$ cat src/rtl/reorder_buffer.sv
// Circular in-order commit buffer: allocates rename tags, captures two
// writeback buses, and retires from the head (reg write, store release, flush).
module reorder_buffer #(
    parameter int ROB_SIZE_BIT = 4
) (
    input  logic                    clk_in,
    input  logic                    rst_in,
    input  logic                    rdy_in,
    input  logic                    issue_valid,
    input  logic [4:0]              issue_rd,
    input  logic                    issue_is_br,
    input  logic                    issue_is_store,
    input  logic [31:0]             issue_pred_pc,
    output logic [ROB_SIZE_BIT-1:0] issue_tag,
    output logic                    rob_full,
    input  logic                    wb1_valid,
    input  logic [ROB_SIZE_BIT-1:0] wb1_tag,
    input  logic [31:0]             wb1_val,
    input  logic [31:0]             wb1_next_pc,
    input  logic                    wb2_valid,
    input  logic [ROB_SIZE_BIT-1:0] wb2_tag,
    input  logic [31:0]             wb2_val,
    input  logic [ROB_SIZE_BIT-1:0] qry1_tag,
    input  logic [ROB_SIZE_BIT-1:0] qry2_tag,
    output logic                    qry1_ready,
    output logic                    qry2_ready,
    output logic [31:0]             qry1_val,
    output logic [31:0]             qry2_val,
    output logic [4:0]              rob_set_idx,
    output logic [31:0]             rob_set_reg_val,
    output logic [ROB_SIZE_BIT-1:0] rob_set_recorder,
    output logic                    rob_clear,
    output logic [31:0]             clear_pc,
    output logic                    store_commit,
    output logic [ROB_SIZE_BIT-1:0] store_tag
);
    localparam int SIZE = 1 << ROB_SIZE_BIT;
    localparam int CW = ROB_SIZE_BIT + 1;
    typedef logic [ROB_SIZE_BIT-1:0] tag_t;

    tag_t            head_q, head_d, tail_q, tail_d;
    logic [CW-1:0]   count_q, count_d;
    logic [SIZE-1:0] busy_q, busy_d, ready_q, ready_d;
    logic [SIZE-1:0] is_br_q, is_br_d, is_st_q, is_st_d;
    logic [4:0]      rd_q [SIZE];
    logic [4:0]      rd_d [SIZE];
    logic [31:0]     val_q [SIZE];
    logic [31:0]     val_d [SIZE];
    logic [31:0]     npc_q [SIZE];
    logic [31:0]     npc_d [SIZE];
    logic [31:0]     pred_q [SIZE];
    logic [31:0]     pred_d [SIZE];
    logic            clear_pending_q, clear_pending_d;
    logic [4:0]      set_idx_q, set_idx_d;
    logic [31:0]     set_val_q, set_val_d;
    tag_t            set_rec_q, set_rec_d;
    logic            rob_clear_q, rob_clear_d;
    logic [31:0]     clear_pc_q, clear_pc_d;
    logic            st_commit_q, st_commit_d;
    tag_t            st_tag_q, st_tag_d;

    logic accept, commit, mispredict, wb_ok;

    assign rob_full = (count_q == CW'(SIZE)) | clear_pending_q | rob_clear_q;
    assign issue_tag = tail_q;
    assign accept = issue_valid & ~rob_full;
    // Commit only on a ready bit latched before this edge; no writeback bypass.
    assign commit = (count_q != '0) & ready_q[head_q];
    assign mispredict = commit & is_br_q[head_q] &
                        (npc_q[head_q] != pred_q[head_q]);
    assign wb_ok = ~clear_pending_q & ~rob_clear_q;

    always_comb begin
        head_d = head_q;
        tail_d = tail_q;
        count_d = count_q + CW'(accept) - CW'(commit);
        busy_d = busy_q;
        ready_d = ready_q;
        is_br_d = is_br_q;
        is_st_d = is_st_q;
        rd_d = rd_q;
        val_d = val_q;
        npc_d = npc_q;
        pred_d = pred_q;
        clear_pending_d = 1'b0;
        set_idx_d = 5'd0;
        set_val_d = set_val_q;
        set_rec_d = set_rec_q;
        rob_clear_d = clear_pending_q;
        clear_pc_d = clear_pc_q;
        st_commit_d = 1'b0;
        st_tag_d = st_tag_q;

        if (wb1_valid && wb_ok && busy_q[wb1_tag]) begin
            ready_d[wb1_tag] = 1'b1;
            val_d[wb1_tag] = wb1_val;
            npc_d[wb1_tag] = wb1_next_pc;
        end
        if (wb2_valid && wb_ok && busy_q[wb2_tag]) begin
            ready_d[wb2_tag] = 1'b1;
            val_d[wb2_tag] = wb2_val;
        end

        if (accept) begin
            busy_d[tail_q] = 1'b1;
            ready_d[tail_q] = 1'b0;
            is_br_d[tail_q] = issue_is_br;
            is_st_d[tail_q] = issue_is_store;
            rd_d[tail_q] = issue_rd;
            pred_d[tail_q] = issue_pred_pc;
            tail_d = tail_q + 1'b1;
        end

        if (commit) begin
            busy_d[head_q] = 1'b0;
            ready_d[head_q] = 1'b0;
            head_d = head_q + 1'b1;
            set_idx_d = rd_q[head_q];
            set_val_d = val_q[head_q];
            set_rec_d = head_q;
            st_commit_d = is_st_q[head_q];
            st_tag_d = head_q;
        end

        // The register write above still lands; rob_clear follows one cycle later.
        if (mispredict) begin
            busy_d = '0;
            ready_d = '0;
            head_d = '0;
            tail_d = '0;
            count_d = '0;
            clear_pending_d = 1'b1;
            clear_pc_d = npc_q[head_q];
        end
    end

    always_comb begin
        qry1_ready = ready_q[qry1_tag];
        qry1_val = val_q[qry1_tag];
        if (wb2_valid && wb2_tag == qry1_tag) begin
            qry1_ready = 1'b1;
            qry1_val = wb2_val;
        end
        if (wb1_valid && wb1_tag == qry1_tag) begin
            qry1_ready = 1'b1;
            qry1_val = wb1_val;
        end
        qry2_ready = ready_q[qry2_tag];
        qry2_val = val_q[qry2_tag];
        if (wb2_valid && wb2_tag == qry2_tag) begin
            qry2_ready = 1'b1;
            qry2_val = wb2_val;
        end
        if (wb1_valid && wb1_tag == qry2_tag) begin
            qry2_ready = 1'b1;
            qry2_val = wb1_val;
        end
    end

    always_ff @(posedge clk_in or posedge rst_in) begin
        if (rst_in) begin
            head_q <= '0;
            tail_q <= '0;
            count_q <= '0;
            busy_q <= '0;
            ready_q <= '0;
            is_br_q <= '0;
            is_st_q <= '0;
            for (int i = 0; i < SIZE; i++) begin
                rd_q[i] <= '0;
                val_q[i] <= '0;
                npc_q[i] <= '0;
                pred_q[i] <= '0;
            end
            clear_pending_q <= 1'b0;
            set_idx_q <= '0;
            set_val_q <= '0;
            set_rec_q <= '0;
            rob_clear_q <= 1'b0;
            clear_pc_q <= '0;
            st_commit_q <= 1'b0;
            st_tag_q <= '0;
        end else if (rdy_in) begin
            head_q <= head_d;
            tail_q <= tail_d;
            count_q <= count_d;
            busy_q <= busy_d;
            ready_q <= ready_d;
            is_br_q <= is_br_d;
            is_st_q <= is_st_d;
            rd_q <= rd_d;
            val_q <= val_d;
            npc_q <= npc_d;
            pred_q <= pred_d;
            clear_pending_q <= clear_pending_d;
            set_idx_q <= set_idx_d;
            set_val_q <= set_val_d;
            set_rec_q <= set_rec_d;
            rob_clear_q <= rob_clear_d;
            clear_pc_q <= clear_pc_d;
            st_commit_q <= st_commit_d;
            st_tag_q <= st_tag_d;
        end
    end

    assign rob_set_idx = set_idx_q;
    assign rob_set_reg_val = set_val_q;
    assign rob_set_recorder = set_rec_q;
    assign rob_clear = rob_clear_q;
    assign clear_pc = clear_pc_q;
    assign store_commit = st_commit_q;
    assign store_tag = st_tag_q;
endmodule

$ cat config.mk
export PLATFORM = sky130hd
export DESIGN_NAME = reorder_buffer
export DESIGN_NICKNAME = d
export VERILOG_FILES = /design/src/rtl/reorder_buffer.sv
export SDC_FILE = /design/constraint.sdc
export NUM_CORES = 2
export LEC_CHECK = 0
export BUFFER_PORTS_ARGS = -buffer_cell sky130_fd_sc_hd__buf_2
export CORE_MARGIN = 3
export CORE_UTILIZATION = 28
export CTS_CLUSTER_SIZE = 14
export DETAILED_ROUTE_END_ITERATION = 10
export SYNTH_ARGS = -nofsm -noshare
export SYNTH_HDL_FRONTEND = slang
export SYNTH_SLANG_ARGS = --single-unit
$ cat constraint.sdc
create_clock -name clk_in -period 174.6 [get_ports clk_in]
set_clock_uncertainty 0.1 [all_clocks]
set_input_delay 34.92 -clock clk_in [delete_from_list [all_inputs] [get_ports clk_in]]
set_output_delay 34.92 -clock clk_in [all_outputs]
set_load 0.02 [all_outputs]
==> flow_metrics.py <==
metrics = {
    "logic_synthesis": {
        "synth.most_common_cell": "dfrtp_1",
        "synth_cell_type_count": 45,
        "yosysTopAreaCell": "dfrtp_1",
        "synth_edf_count": 0,
        "synth_common_cells": "1769 x dfrtp_1, 1186 x mux2_2, 795 x mux4_2, 677 x nand2_1, 640 x a22oi_1",
        "ys_top_cells_by_area": "dfrtp_1 48%, mux4_2 19%, mux2_2 14%",
        "syn_inst": 6856,
        "ys_ff_latch": 1769,
        "seq_area_frac_synth": 0.4803,
        "yosys_warnings": 0,
        "syn_avg_cell_area_sq_um": 13.44,
        "synth_ff_type": "dfrtp_1",
        "netlist.area_leader.share": 0.4803,
        "synthArstFlopShare": 1.000,
        "syn-num-nets": 7028,
        "syn-cell-area_sq_um": 92170,
    },
    "power_and_ir_drop": {
        "ir_drop_v": 0.00001096,
        "power_mw": 1.566,
        "powerDensity_nw_per_um2": 15.10,
        "power_leakage_nw": 44.07,
    },
    "setup_path": {
        "startpoint": "qry2_tag[0]",
        "worst-path-max-fanout": 66,
        "r2r_start": "head_q[0]",
        "end_kind": "output port",
        "max_stage_delay_ps": 720,
        "crit_chain": "buf_8 -> buf_4 -> xor2_1 -> nor4_2 -> buf_4 -> mux2i_1 -> o21ai_0 -> buf_2",
        "startpoint_type": "primary input",
        "cp.depth": 8,
        "r2r.worst_path.cells": 13,
        "crit_end": "qry2_val[25]",
        "path_class": "primary input to output port",
        "cp_slowest_cell": "o21ai_0",
        "cpMostUsedCell": "buf_4",
        "critical_path.top_delay_family": "buffers and inverters",
        "crit_buf_inv": 4,
        "worstReg2RegEnd": "clear_pc[17]",
        "cp.arrival_ps": 38570,
        "required_ps": 139580,
        "regToRegSetupSlack_ps": 166440,
    },
    "floorplan": {
        "fp.dieH_um": 579.7,
        "ios": 307,
        "coreArea_sq_um": 327400,
        "die_x_um": 579.7,
        "initial_utilization": 0.2815,
        "rows": 210,
        "dieArea_sq_um": 336100,
    },
    "sta": {
        "layout_setup_ws_ps": 101010,
        "drv_slew": 0,
        "final_hold_viol_count": 0,
        "rsz0062_at_grt": "false",
        "fmax_ghz": 0.01359,
        "layout_min_cycle_time_ps": 73590,
        "worst_pin_slew_ps": 1297,
        "setup_violations": 0,
        "slew_headroom": 0.1320,
        "setup_tns_ps": 0,
        "post-route-period-util": 0.4215,
    },
    "finish": {
        "drive_above_1_share": 0.4119,
        "utilization": 0.3168,
        "final_area_sq_um": 103700,
        "areaGrowthSynthToFinish_pct": 12.52,
        "nNetsFinal": 6871,
    },
    "place": {
        "post-place-ws_ps": 101150,
        "dp_hpwl_um": 182500,
        "port_buffers": 306,
        "place_congestion": 0.8514,
        "placed_area_sq_um": 97660,
    },
    "detailed_routing": {
        "wire_per_inst_um": 29.10,
        "first_iter_violations": 7741,
        "num_vias": 64625,
        "drtAntennaViolNets": 0,
        "vias_per_cell": 5.770,
        "routed_wl_um": 326000,
        "first_pass_iters": 9,
        "drc": 0,
    },
    "global_routing": {
        "antenna_found_initial": 75,
        "first_global_vias": 66597,
        "grt.met3_usage": 0.05905,
        "grt_pass1_wl_um": 473200,
        "grt_overflow_total": 0,
        "use_met2": 0.2912,
        "grt_util_all_layers": 0.1878,
        "use_met1": 0.2404,
        "grt-busiest-layer": "met2",
        "grt_max_degree": 187,
    },
    "clocking": {
        "holdBufCountCts": 0,
        "htreeDepth": 4,
        "cts-resized-gates": 0,
        "cts_buffers": 188,
        "cts-root-buf": "clkbuf_16",
        "cts_tree": "yes",
        "clkLatencyLatePin_ps": 870,
        "clk_pin_slew_ps": 60,
        "cts_buffer_depth": 4,
        "cts.sinks": 1769,
        "post_cts_buffers": 0,
    },
    "flow_run": {
        "cap_violations": 0,
    },
    "hold_path": {
        "hold_path_class": "flip-flop to flip-flop",
        "min_path_cells": 1,
    },
    "outcome": {
        "status": "finished clean",
    },
}
[registers in the layout (all words and copies together) (netlist names)]
register,count
npc_q,512
pred_q,512
val_q,512
rd_q,80
clear_pc,32
rob_set_reg_val,32
busy_q,16
is_br_q,16
is_st_q,16
ready_q,16
count_q,5
rob_set_idx,5
head_q,4
issue_tag,4
store_tag,4
clear_pending_q,1
rob_clear,1
store_commit,1
[placed cells by master, fill, tap and decap left out, drive strengths merged, types with 12 or more instances in the layout]
master and instances:
nor3 21, nor2 45, nor4 12, buf 442, nand3 17, nand2b 25
mux2 1203, nand2 677, dfrtp 1769, xor2 46, o221a 16, clkbuf 278
clkinv 24, mux4 795, o21ai 603, mux2i 65, a22oi 640, ha 14
o2111a 16, diode 22, inv 44
[where the power goes]
part / switching [mW] / internal [mW] / leakage [nW]
clock: 0.172 / 0.229 / 2.93
sequential: 0.102 / 0.540 / 23.8
combinational: 0.253 / 0.269 / 17.3
[metrics by stage]
stage	hold slack, ps	instances
floorplan	358.7	6856
global placement	368.3	10855
detailed placement	381.4	10855
CTS	395.7	11178
global route	405.1	11182
finish	393.4	11200
[cell families (layout without fill, tap and decap cells)]
kind of cell | count (synthesis) | in the layout | share of synthesized area
adders and majority gates | 15 | 15 | 0.002118
and+or+nand+nor | 830 | 830 | 0.03634
xor gates and xnor gates | 55 | 55 | 0.005227
DFF | 1769 | 1769 | 0.4803
buffers and inverters | 829 | 805 | 0.03754
other | 0 | 22 | 0
muxes | 2063 | 2063 | 0.3483
AOI/OAI and AO/OA | 1295 | 1295 | 0.09018
[layout make-up]
cell class,count,area (sq um)
Fill cell,32198,223700
Sequential cell,1769,44280
Antenna cell,22,55.05
Timing Repair Buffer,442,2655
Clock buffer,278,5515
Tap cell,4346,5438
Clock inverter,45,478.0
Multi-Input combinational cell,4258,45120
Inverter,40,165.2
[how the worst min path moves through the flow]
stage                      startpoint           to  slack (ps)
after floorplan            npc_q[435]   npc_q[435]         360
after global placement     npc_q[495]   npc_q[495]         370
after detailed placement   npc_q[495]   npc_q[495]         380
after CTS                  npc_q[493]   npc_q[493]         400
after global routing      pred_q[298]  pred_q[298]         410
final                     clear_pc[2]  clear_pc[2]         390
[layer usage]
layer  vias up  part of all wire
met5         -           0.00086
met4        38             0.051
met3      1007              0.11
met2      3891              0.45
met1     34040              0.38
li1      25649                 -
Power figures use the tool's default switching activity.
